--- src/rtl/cmos_xclk_divgen.sv ---
// rtl/cmos_xclk_divgen.sv - multi-channel integer clock divider with glitch-free runtime reconfiguration
module cmos_xclk_divgen #(
    parameter int NUM_CH      = 2,
    parameter int CNT_W       = 8,
    parameter int DIV_DEFAULT = 2,
    parameter int LOCK_CYCLES = 16,
    localparam int CH_W       = (NUM_CH > 1) ? $clog2(NUM_CH) : 1
) (
    input  logic              clk,
    input  logic              RESET,
    input  logic [NUM_CH-1:0] ch_en,
    input  logic              cfg_valid,
    output logic              cfg_ready,
    input  logic [CH_W-1:0]   cfg_ch,
    input  logic [CNT_W-1:0]  cfg_div,
    input  logic [CNT_W-1:0]  cfg_high,
    output logic              cfg_err,
    output logic [NUM_CH-1:0] clk_out,
    output logic [NUM_CH-1:0] clk_rise,
    output logic              LOCKED
);

    localparam int LK_W = $clog2(LOCK_CYCLES + 1);

    logic              pend_vld;
    logic [CH_W-1:0]   pend_ch;
    logic [CNT_W-1:0]  pend_div;
    logic [CNT_W-1:0]  pend_high;
    logic [NUM_CH-1:0] apply;
    logic              ch_ok;
    logic              req_legal;
    logic [LK_W-1:0]   lock_cnt;

    assign cfg_ready = ~pend_vld;

    // A power-of-two channel count makes every cfg_ch encoding valid.
    generate
        if ((1 << CH_W) == NUM_CH) begin : g_ch_full
            assign ch_ok = 1'b1;
        end else begin : g_ch_part
            assign ch_ok = (int'(cfg_ch) < NUM_CH);
        end
    endgenerate

    assign req_legal = ch_ok
                    && (cfg_div >= CNT_W'(2))
                    && (cfg_high != '0)
                    && (cfg_high < cfg_div);

    always_ff @(posedge clk or posedge RESET) begin
        if (RESET) begin
            pend_vld  <= 1'b0;
            pend_ch   <= '0;
            pend_div  <= '0;
            pend_high <= '0;
            cfg_err   <= 1'b0;
        end else begin
            cfg_err <= cfg_valid && !pend_vld && !req_legal;
            if (pend_vld) begin
                if (|apply) begin
                    pend_vld <= 1'b0;
                end
            end else if (cfg_valid && req_legal) begin
                pend_vld  <= 1'b1;
                pend_ch   <= cfg_ch;
                pend_div  <= cfg_div;
                pend_high <= cfg_high;
            end
        end
    end

    always_ff @(posedge clk or posedge RESET) begin
        if (RESET) begin
            lock_cnt <= '0;
        end else if (|apply) begin
            lock_cnt <= '0;
        end else if (lock_cnt != LK_W'(LOCK_CYCLES)) begin
            lock_cnt <= lock_cnt + LK_W'(1);
        end
    end

    assign LOCKED = (lock_cnt == LK_W'(LOCK_CYCLES));

    for (genvar g = 0; g < NUM_CH; g++) begin : g_ch
        logic [CNT_W-1:0] cnt;
        logic [CNT_W-1:0] div;
        logic [CNT_W-1:0] high;
        logic             run;
        logic             out_q;
        logic             rise_q;
        logic             wrap;

        assign wrap     = run && (cnt == div - CNT_W'(1));
        // New settings land only at a period boundary or while idle, so no runt pulses.
        assign apply[g] = pend_vld && (pend_ch == CH_W'(g)) && (wrap || !run);

        always_ff @(posedge clk or posedge RESET) begin
            if (RESET) begin
                cnt    <= '0;
                div    <= CNT_W'(DIV_DEFAULT);
                high   <= CNT_W'(DIV_DEFAULT / 2);
                run    <= 1'b0;
                out_q  <= 1'b0;
                rise_q <= 1'b0;
            end else begin
                if (apply[g]) begin
                    div  <= pend_div;
                    high <= pend_high;
                end
                if (run && !wrap) begin
                    cnt    <= cnt + CNT_W'(1);
                    out_q  <= (cnt + CNT_W'(1)) < high;
                    rise_q <= 1'b0;
                end else if (ch_en[g]) begin
                    // high is always >= 1, so the first cycle of a period is high.
                    cnt    <= '0;
                    run    <= 1'b1;
                    out_q  <= 1'b1;
                    rise_q <= 1'b1;
                end else begin
                    cnt    <= '0;
                    run    <= 1'b0;
                    out_q  <= 1'b0;
                    rise_q <= 1'b0;
                end
            end
        end

        assign clk_out[g]  = out_q;
        assign clk_rise[g] = rise_q;
    end

endmodule
--- config.mk ---
export PLATFORM = sky130hd
export DESIGN_NAME = cmos_xclk_divgen
export DESIGN_NICKNAME = d
export VERILOG_FILES = /design/src/rtl/cmos_xclk_divgen.sv
export SDC_FILE = /design/constraint.sdc
export NUM_CORES = 1
export LEC_CHECK = 0
export ABC_AREA = 1
export BUFFER_PORTS_ARGS = -buffer_cell sky130_fd_sc_hd__buf_2
export CORE_MARGIN = 5
export CORE_UTILIZATION = 50
export CTS_CLUSTER_DIAMETER = 150
export DETAILED_ROUTE_END_ITERATION = 8
export GPL_ROUTABILITY_DRIVEN = 0
export GPL_TIMING_DRIVEN = 0
export HOLD_SLACK_MARGIN = 0.12
export PLACE_DENSITY = 0.78
export SETUP_SLACK_MARGIN = 0.1
export SLEW_MARGIN = 0
export SYNTH_ARGS = -nofsm -noshare
export SYNTH_HDL_FRONTEND = slang
export SYNTH_SLANG_ARGS = --single-unit
--- constraint.sdc ---
create_clock -name clk -period 2.02 [get_ports clk]
set_input_delay 0.202 -clock clk [delete_from_list [all_inputs] [get_ports clk]]
set_output_delay 0.202 -clock clk [all_outputs]
set_load 0.1 [all_outputs]
# == Yosys cells after proc, flatten, opt, wreduce, memory -nomap -nowiden ==
# Index checks and enable logic that the tools add are counted.
# classes
mul,0
order_cmp,4
n_div,0
shifts,0
n_eq_ne,4
reduce_logical,25
add_sub_neg,5
bitwise,2
muxes,13
# ops
cell,count
$lt 8x8->1,3
$add 8x1->8 const B,2
$eq 8x8->1,2
$mux 8,2
$sub 8x1->8 const B,2
$logic_and 1x1->1,13
$mux 5,2
$mux 1,9
$ge 8x2->1 const B,1
$reduce_bool 8->1,1
$logic_not 1->1,6
$add 5x1->5 const B,1
$eq 5x5->1 const B,1
$ne 5x5->1 const B,1
$logic_or 1x1->1,2
$not 1->1,2
$reduce_and 2->1,1
$reduce_bool 2->1,1
$reduce_or 2->1,1
# word_totals
wordCells,71
latchBits,0
mem_bits_rw,0
memories,0
ff_bits,78
mem_bits_ro,0
inputBits,22

# == Longest topological paths before layout ==
# Gate-level depths: netlist of run 1.
# depth
word_depth,8
ltp_mapped,16
depth_no_buf,15

# == Least setup slack after synthesis of run 1 ==
# Ideal clock, no wire load.
# synth_timing
path_kind,reg2reg
start,reg lock_cnt[0]
end,reg lock_cnt[2]
path_stages_with_launch,7
n_path_buf,0
t_arrival_ns,3.250
required_time_ns,1.900
path_slack_ns,-1.350
path_cell_list,dfrtp_1 -> inv_1 -> ha_1 -> nand2_1 -> nor3_1 -> or2_2 -> nor2_1
# synth_via
elab_chain_len,3
word_cells_on_any_way,5
# synth_lines
item,line,rtl
"start, declared",32,logic [LK_W-1:0] lock_cnt;
"start signal, assigned",78,lock_cnt <= lock_cnt + LK_W'(1);
$add 5x1->5,78,
$mux 5,77,end else if (lock_cnt != LK_W'(LOCK_CYCLES)) begin
$mux 5,75,end else if (|apply) begin
# Parallel ways exist; a longest one is shown, timed or not. The select of a mux whose other input is x is not followed.
# A chain may end at the register's enable or synchronous reset.

# == Worst setup path in the final report of run 1 ==
# layout_timing
start,reg g_ch[1].div[1]
end,reg g_ch[1].div[0]
# layout_via
elab_chain_len,5
# layout_lines
item,line,rtl
"start, declared",86,logic [CNT_W-1:0] div;
"start signal, assigned",100,div <= CNT_W'(DIV_DEFAULT);
"start signal, assigned",107,div <= pend_div;
$sub 8x1->8,93,assign wrap = run && (cnt == div - CNT_W'(1));
$eq 8x8->1,93,
$logic_and 1x1->1,93,
$logic_or 1x1->1,95,assign apply[g] = pend_vld && (pend_ch == CH_W'(g)) && (wrap || !run);
$logic_and 1x1->1,95,
# Every way passes these cells.

==> results of run 1 <==
## worst max-delay path: cells and delay by family (launching register included)
| kind | cells | cell delay, ps |
|---|---|---|
| compound gates | 1 | 70 |
| buf+inv | 2 | 320 |
| flops | 1 | 380 |
| simple gates | 11 | 1180 |
## worst paths after layout
path | from | to | cells past startpoint
worst max-delay path | g_ch[1].div[1] | g_ch[1].div[0] | 14
worst min-delay path | cfg_high[4] | pend_high[4] | 3
worst max register to register | g_ch[1].div[1] | g_ch[1].div[0] | 14
worst min register to register | g_ch[1].high[0] | g_ch[1].high[0] | 2
max in group asynchronous | RESET | g_ch[1].high[0] | 4
min in group asynchronous | RESET | pend_high[3] | 3
## cells by family (layout without fill, tap and decap cells)
kind of cell | after synthesis | count (layout) | synth area share
fa+ha+maj | 27 | 27 | 0.07683
compound gates | 76 | 76 | 0.1002
flops | 78 | 78 | 0.4451
xor+xnor | 25 | 25 | 0.04980
simple gates | 226 | 227 | 0.2231
buf+inv | 106 | 195 | 0.1050
## what timing repair did
| item | CTS | global route |
|---|---|---|
| setup endpoints to repair | 46 | 69 |
| endpoints found under the hold margin | 46 | 1 |
| gates resized for setup | 34 | 64 |
| hold buffers | 6 | 1 |
| cloned | 1 | 7 |
| setup buffers | 19 | 12 |
| pin swaps | 11 | 23 |
## stage by stage
stage          utilization  instances  instance area, um2  worst slack, ps
2_1_floorplan            -        538                4412            142.9
3_3_place_gp        0.5427        674                4687           -73.52
3_5_place_dp        0.5451        675                4707           -116.3
4_1_cts             0.6143        716                5305            2.481
5_1_grt             0.6717        736                5801           -204.2
6_report            0.6717        736                5801           -76.59
## cells in the final DEF (no fill, tap or decap), types with 2 or more instances in the layout
cell type,n
nand2_1,97
buf_2,29
buf_4,34
xor2_2,6
xnor2_1,6
dlygate4sd3_1,7
nand2_2,12
buf_6,5
dfstp_2,4
buf_8,3
nand2_4,17
dfrtp_2,2
a21oi_1,23
inv_2,11
nor2_1,57
nand2_8,3
nand3_2,4
nor2_2,3
xor2_1,13
inv_1,79
bufinv_16,3
nor3_1,2
ha_1,21
o21ai_0,18
clkbuf_16,5
clkinvlp_4,2
o21ai_2,19
clkbuf_8,9
buf_12,5
nor4_1,2
nand3_1,19
o21ai_1,15
dfrtp_1,72
nand4_1,5
ha_4,6
## per-layer routing
metal | GRT usage | share of wire
met1 | 0.2355 | 0.38
met2 | 0.3233 | 0.50
met3 | 0.03420 | 0.063
met4 | 0.1073 | 0.060
met5 | 0 | 0
## area by class of cell
type	instances	area (um2)
Sequential cell	78	1959
Clock inverter	6	111.4
Multi-Input combinational cell	355	2301
Clock buffer	9	123.9
Buffer	15	175.2
Inverter	91	345.3
Fill cell	563	2835
Timing Repair Buffer	74	649.4
Tap cell	108	135.1
## power groups by stage
stage / clock [uW] / sequential, uW / combinational [uW]
floorplan: 0 / 1620 / 84.3
global placement: 0 / 1620 / 134
detailed placement: 0 / 1620 / 145
CTS: 1400 / 1590 / 156
global route: 1490 / 1600 / 189
finish: 1400 / 1590 / 166
## registers in the layout, summed over array words and instances, names as in the netlist
signal       cells
cfg_err          1
pend_div         8
g_ch.cnt        16
g_ch.run         2
g_ch.high       16
pend_ch          1
pend_high        8
g_ch.rise_q      2
g_ch.div        16
lock_cnt         5
g_ch.out_q       2
pend_vld         1
==> flow_summary.toml, run 1 <==
[clock_network]
clock_sinks = 78
root_buffer = "clkbuf_8"
htreeDepth = 3
cts_buffers = 9
cts_buffer_depth = 2
cts.clk_slew.worst_paths_ps = 80
insertion_delay_ps = 360
cts_tree = "built"

[grt]
grt_pass1_vias = 3733
grt_max_degree = 41
grt_overflow = 0
grt_pass1_wl_um = 17080
antenna_found_initial = 0
grt_usage = 0.1935

[finish]
syn2layout_area_growth_pct = 31.93
nNetsFinal = 673
antenna_cells = 0
drive_gt1_frac = 0.3025

[power_and_ir_drop]
power_uw = 3161
worst_ir_drop_vdd_mv = 0.4323
power.density_nw_per_um2 = 545.0
power_switching_share = 0.2252
intPower_uw = 2449
clkPwrFrac = 0.444
combPwrFrac = 0.052
cellLeakagePower_uw = 0.002967
p_seq_frac = 0.504
p_switching_uw = 712.0

[timing]
final-hold-violation-count = 0
setup_violations = 36
whs_ps = 134.3
skew_ps = 8.834
slew_headroom = 0.4185
min_period_ps = 2097
setup_tns_ps = -1384
fin_ws_ps = -76.59
drv_slew = 0
min_period_over_period = 1.038
rsz0062_at_grt = "true"
worstMarginPinSlew_ps = 870.4
fmax_mhz = 477.0

[synth]
avgSynthCellArea_um2 = 8.172
yosys_warnings = 0
ys.flop_type = "dfrtp_1"
synth_cell_types = 28
seq_area_frac_synth = 0.4451
yosysTopAreaCell = "dfrtp_1"
mappedNetlistArea_um2 = 4397
synth_edf_count = 0
synthTopCellsByArea = "dfrtp_1 42%, nand2_1 9.5%, ha_1 7.7%, inv_1 7.3%, nor2_1 5.0%"
synthArstFlopShare = 1.000
syn_nets = 587
synth_most_common_cell = "nand2_1"
synthCells = 538
synth_common_cells = "111 x nand2_1, 86 x inv_1, 74 x dfrtp_1, 58 x nor2_1, 27 x ha_1"
yosysTopAreaCellShare = 0.4212
ys_ff_latch = 78

[setup_path]
max_stage_delay_ps = 380
start_kind = "flip-flop"
crit_slowest_cell = "dfstp_2"
worstPathRequired_ps = 2260
crit_type = "flip-flop to flip-flop"
path_cells = "buf_4 > nor2_2 > nand2_1 > nor2_1 > nand2_1 > nand2_1 > nand2_1 > nor2_1 > nand2_2 > nand2_4 > nand2_8 > clkbuf_16 > nand2_1 > o21ai_1"
cp_max_fo = 6
r2r_setup_slack_ps = -80
crit_path_end_kind = "flip-flop"
path_common_cell = "nand2_1"
cp.arrival_ps = 2340

[die]
start_util = 0.5091
pin_count = 29
die_area_um2 = 10770
core_um2 = 8636
rows = 34
die_h_um = 103.8
die_width_um = 103.8

[drt]
drt_iter0_drc = 388
routed_via_density = 5.580
vias = 4107
dr.pass1.iters = 5
wirelength_um = 12610
drc = 0
avgRoutedWirePerCell_um = 17.14
ant_nets = 0

[placement]
hpwl_um = 6747
port_buffers = 28

[hold_path]
hp-class = "input pin to flip-flop"

[outcome]
violations = "setup timing"
status = "finished, violations left"

[job]
maxCapViolCount = 0
No activity file was read; power rests on OpenSTA's default activity.
==> run 2, diff against run 1 <==
--- a/config.mk
+++ b/config.mk
@@ -7,6 +7,7 @@
 export LEC_CHECK = 0
 export ABC_AREA = 1
 export BUFFER_PORTS_ARGS = -buffer_cell sky130_fd_sc_hd__buf_2
+export CORE_ASPECT_RATIO = 0.7
 export CORE_MARGIN = 5
 export CORE_UTILIZATION = 50
 export CTS_CLUSTER_DIAMETER = 150
==> flow_summary.toml, run 2 (synthesis results as in run 1) <==
[outcome]
status = "finished, violations left"
violations = "setup timing"

[setup_path]
crit_type = "flip-flop to flip-flop"
cp.arrival_ps = 2550
worstRegToRegCells = 11
worstPathRequired_ps = 2300
start_kind = "flip-flop"
critPathTopFamily = "simple AND/OR/NAND/NOR gates"
crit_path_end_kind = "flip-flop"
path_cells = "nand3_2 > nor2_2 > nand4_1 > xor2_2 > inv_1 > ha_4 > a21oi_2 > o21ai_2 > a21oi_1 > nand3_1 > nand2_1"
max_stage_delay_ps = 440
r2r_setup_slack_ps = -260
rr_endpoint = "g_ch[0].out_q"
r2r-start = "g_ch[0].cnt[0]"
crit_buf_inv = 1
crit_slowest_cell = "dfrtp_2"
cp_max_fo = 4

[drt]
wl_met3_um = 1204
ant_nets = 0
wirelength_um = 13110
routed_via_density = 5.489
dr.pass1.iters = 5
wl_met2_um = 6196
drt_iter0_drc = 388
drc = 0
maxUsedRoutingLayer = "met4"
vias = 4062
met1_length_um = 5255
avgRoutedWirePerCell_um = 17.71

[timing]
rsz0062_at_grt = "true"
final-hold-violation-count = 0
fin_ws_ps = -256.6
slew_headroom = 0.3947
skew_ps = 8.162
min_period_ps = 2277
min_period_over_period = 1.127
setup_violations = 28
worstMarginPinSlew_ps = 906.1
whs_ps = 153.6
drv_slew = 0
fmax_mhz = 439.3

[clock_network]
htreeDepth = 3
cts.clk_slew.worst_paths_ps = 60
cts_tree = "built"
cts_buffers = 9
root_buffer = "clkbuf_16"
cts_buffer_depth = 2
clock_sinks = 78
insertion_delay_ps = 340

[finish]
reg_top3 = "g_ch.cnt: 16 flops, g_ch.div: 16 flops, g_ch.high: 16 flops"
final_area_um2 = 5871
syn2layout_area_growth_pct = 33.52
most-common-layout-cells = "80 x nand2_1, 79 x inv_1, 69 x dfrtp_1"
mostFrequentLayoutCell = "nand2_1"
multi_input_area_um2 = 2390
fill_cells = 545
drive_gt1_frac = 0.3468
nNetsFinal = 664
regArea_um2 = 1963
final_core_util = 0.6896
antenna_cells = 0
instances_no_fill = 740

[grt]
grt_usage = 0.2150
grt_max_degree = 41
grt_pass1_vias = 3769
grt_overflow = 0
antenna_found_initial = 0
grt_pass1_wl_um = 17960

[job]
maxCapViolCount = 0

[power_and_ir_drop]
p_switching_uw = 799.6
power_switching_share = 0.2358
combPwrFrac = 0.048
cellLeakagePower_uw = 0.002954
power.density_nw_per_um2 = 577.5
worst_ir_drop_vdd_mv = 0.4828
intPower_uw = 2591
clkPwrFrac = 0.481
p_seq_frac = 0.471

[placement]
port_buffers = 28
dp.cells = 687
place_ws_ps = -99.10
place_area_um2 = 4722
hpwl_um = 7339

[die]
pin_count = 29
core_um2 = 8513
rows = 28
die_width_um = 122.1
die_h_um = 88.46
start_util = 0.5165
die_area_um2 = 10800

[hold_path]
hp-class = "input pin to flip-flop"
holdPathStages = 3
worstHoldEndpoint = "pend_high[0]"
holdCritStartpoint = "cfg_high[0]"
## run 2: changes by cell type in the layout (fill, tap and decap cells not counted), moves of 4 or more
cell / previous run / this run
o21ai_2: 19 / 29
nand2_2: 12 / 26
dlygate4sd3_1: 7 / 3
clkbuf_8: 9 / 0
o21ai_1: 15 / 7
nand2_4: 17 / 21
nand2_1: 97 / 80
clkbuf_16: 5 / 14
## run 2: stage by stage
step / setup TNS (ps) / total power (uW)
6_report: -1184 / 3390
3_3_place_gp: -120.2 / 1755
4_1_cts: 0 / 3360
3_5_place_dp: -798.1 / 1767
2_1_floorplan: 0 / 1703
5_1_grt: -5777 / 3493
## run 2: cell type report
cell class	instances	area share
multi-input cells	355	0.4071
flip-flops and latches	78	0.3344
repair buffers	66	0.09591
inverters	91	0.05882
clock buffers	9	0.03836
plain buffers	14	0.02749
well taps	120	0.02558
clock inverters	7	0.01236
## run 2: timing repair
item | 4_1_cts | 5_1_grt
hold buffers | 3 | 0
pin swaps | 13 | 21
cloned | 1 | 6
gates resized for setup | 39 | 80
hold endpoints to repair | 42 | 0
endpoints found under the setup margin | 51 | 60
buffers inserted | 19 | 9
## run 2: power by group through the flow
stage | Sequential [uW] | Clock, uW | Combinational [uW]
after CTS | 1590 | 1610 | 152
after floorplan | 1620 | 0 | 84.3
after global placement | 1620 | 0 | 135
after global routing | 1600 | 1710 | 185
final | 1600 | 1630 | 164
after detailed placement | 1620 | 0 | 146
## run 2: layer usage
| metal | GRT usage | vias to the layer above |
|---|---|---|
| met2 | 0.3562 | 235 |
| li1 | - | 1828 |
| met5 | 0 | - |
| met4 | 0.06402 | 0 |
| met1 | 0.2855 | 1947 |
| met3 | 0.05048 | 52 |
## run 2: how the worst max path moves through the flow
| stage | from | end | slack, ps | depth (start not counted) |
|---|---|---|---|---|
| 3_5_place_dp | g_ch[1].cnt[0] | g_ch[1].out_q | -100 | 12 |
| 5_1_grt | g_ch[0].cnt[0] | g_ch[0].out_q | -360 | 11 |
| 6_report | g_ch[0].cnt[0] | g_ch[0].out_q | -260 | 11 |
| 3_3_place_gp | g_ch[1].cnt[0] | g_ch[1].out_q | -80 | 12 |
| 2_1_floorplan | g_ch[0].div[1] | g_ch[0].div[0] | 140 | 14 |
| 4_1_cts | g_ch[0].div[1] | pend_vld | 10 | 13 |
## run 2: worst register-to-register path, cell delays in order (launching register included)
cell,delay (ps)
dfrtp_2,440
nand3_2,120
nor2_2,150
nand4_1,210
xor2_2,260
inv_1,110
ha_4,240
a21oi_2,150
o21ai_2,70
a21oi_1,230
nand3_1,140
nand2_1,90
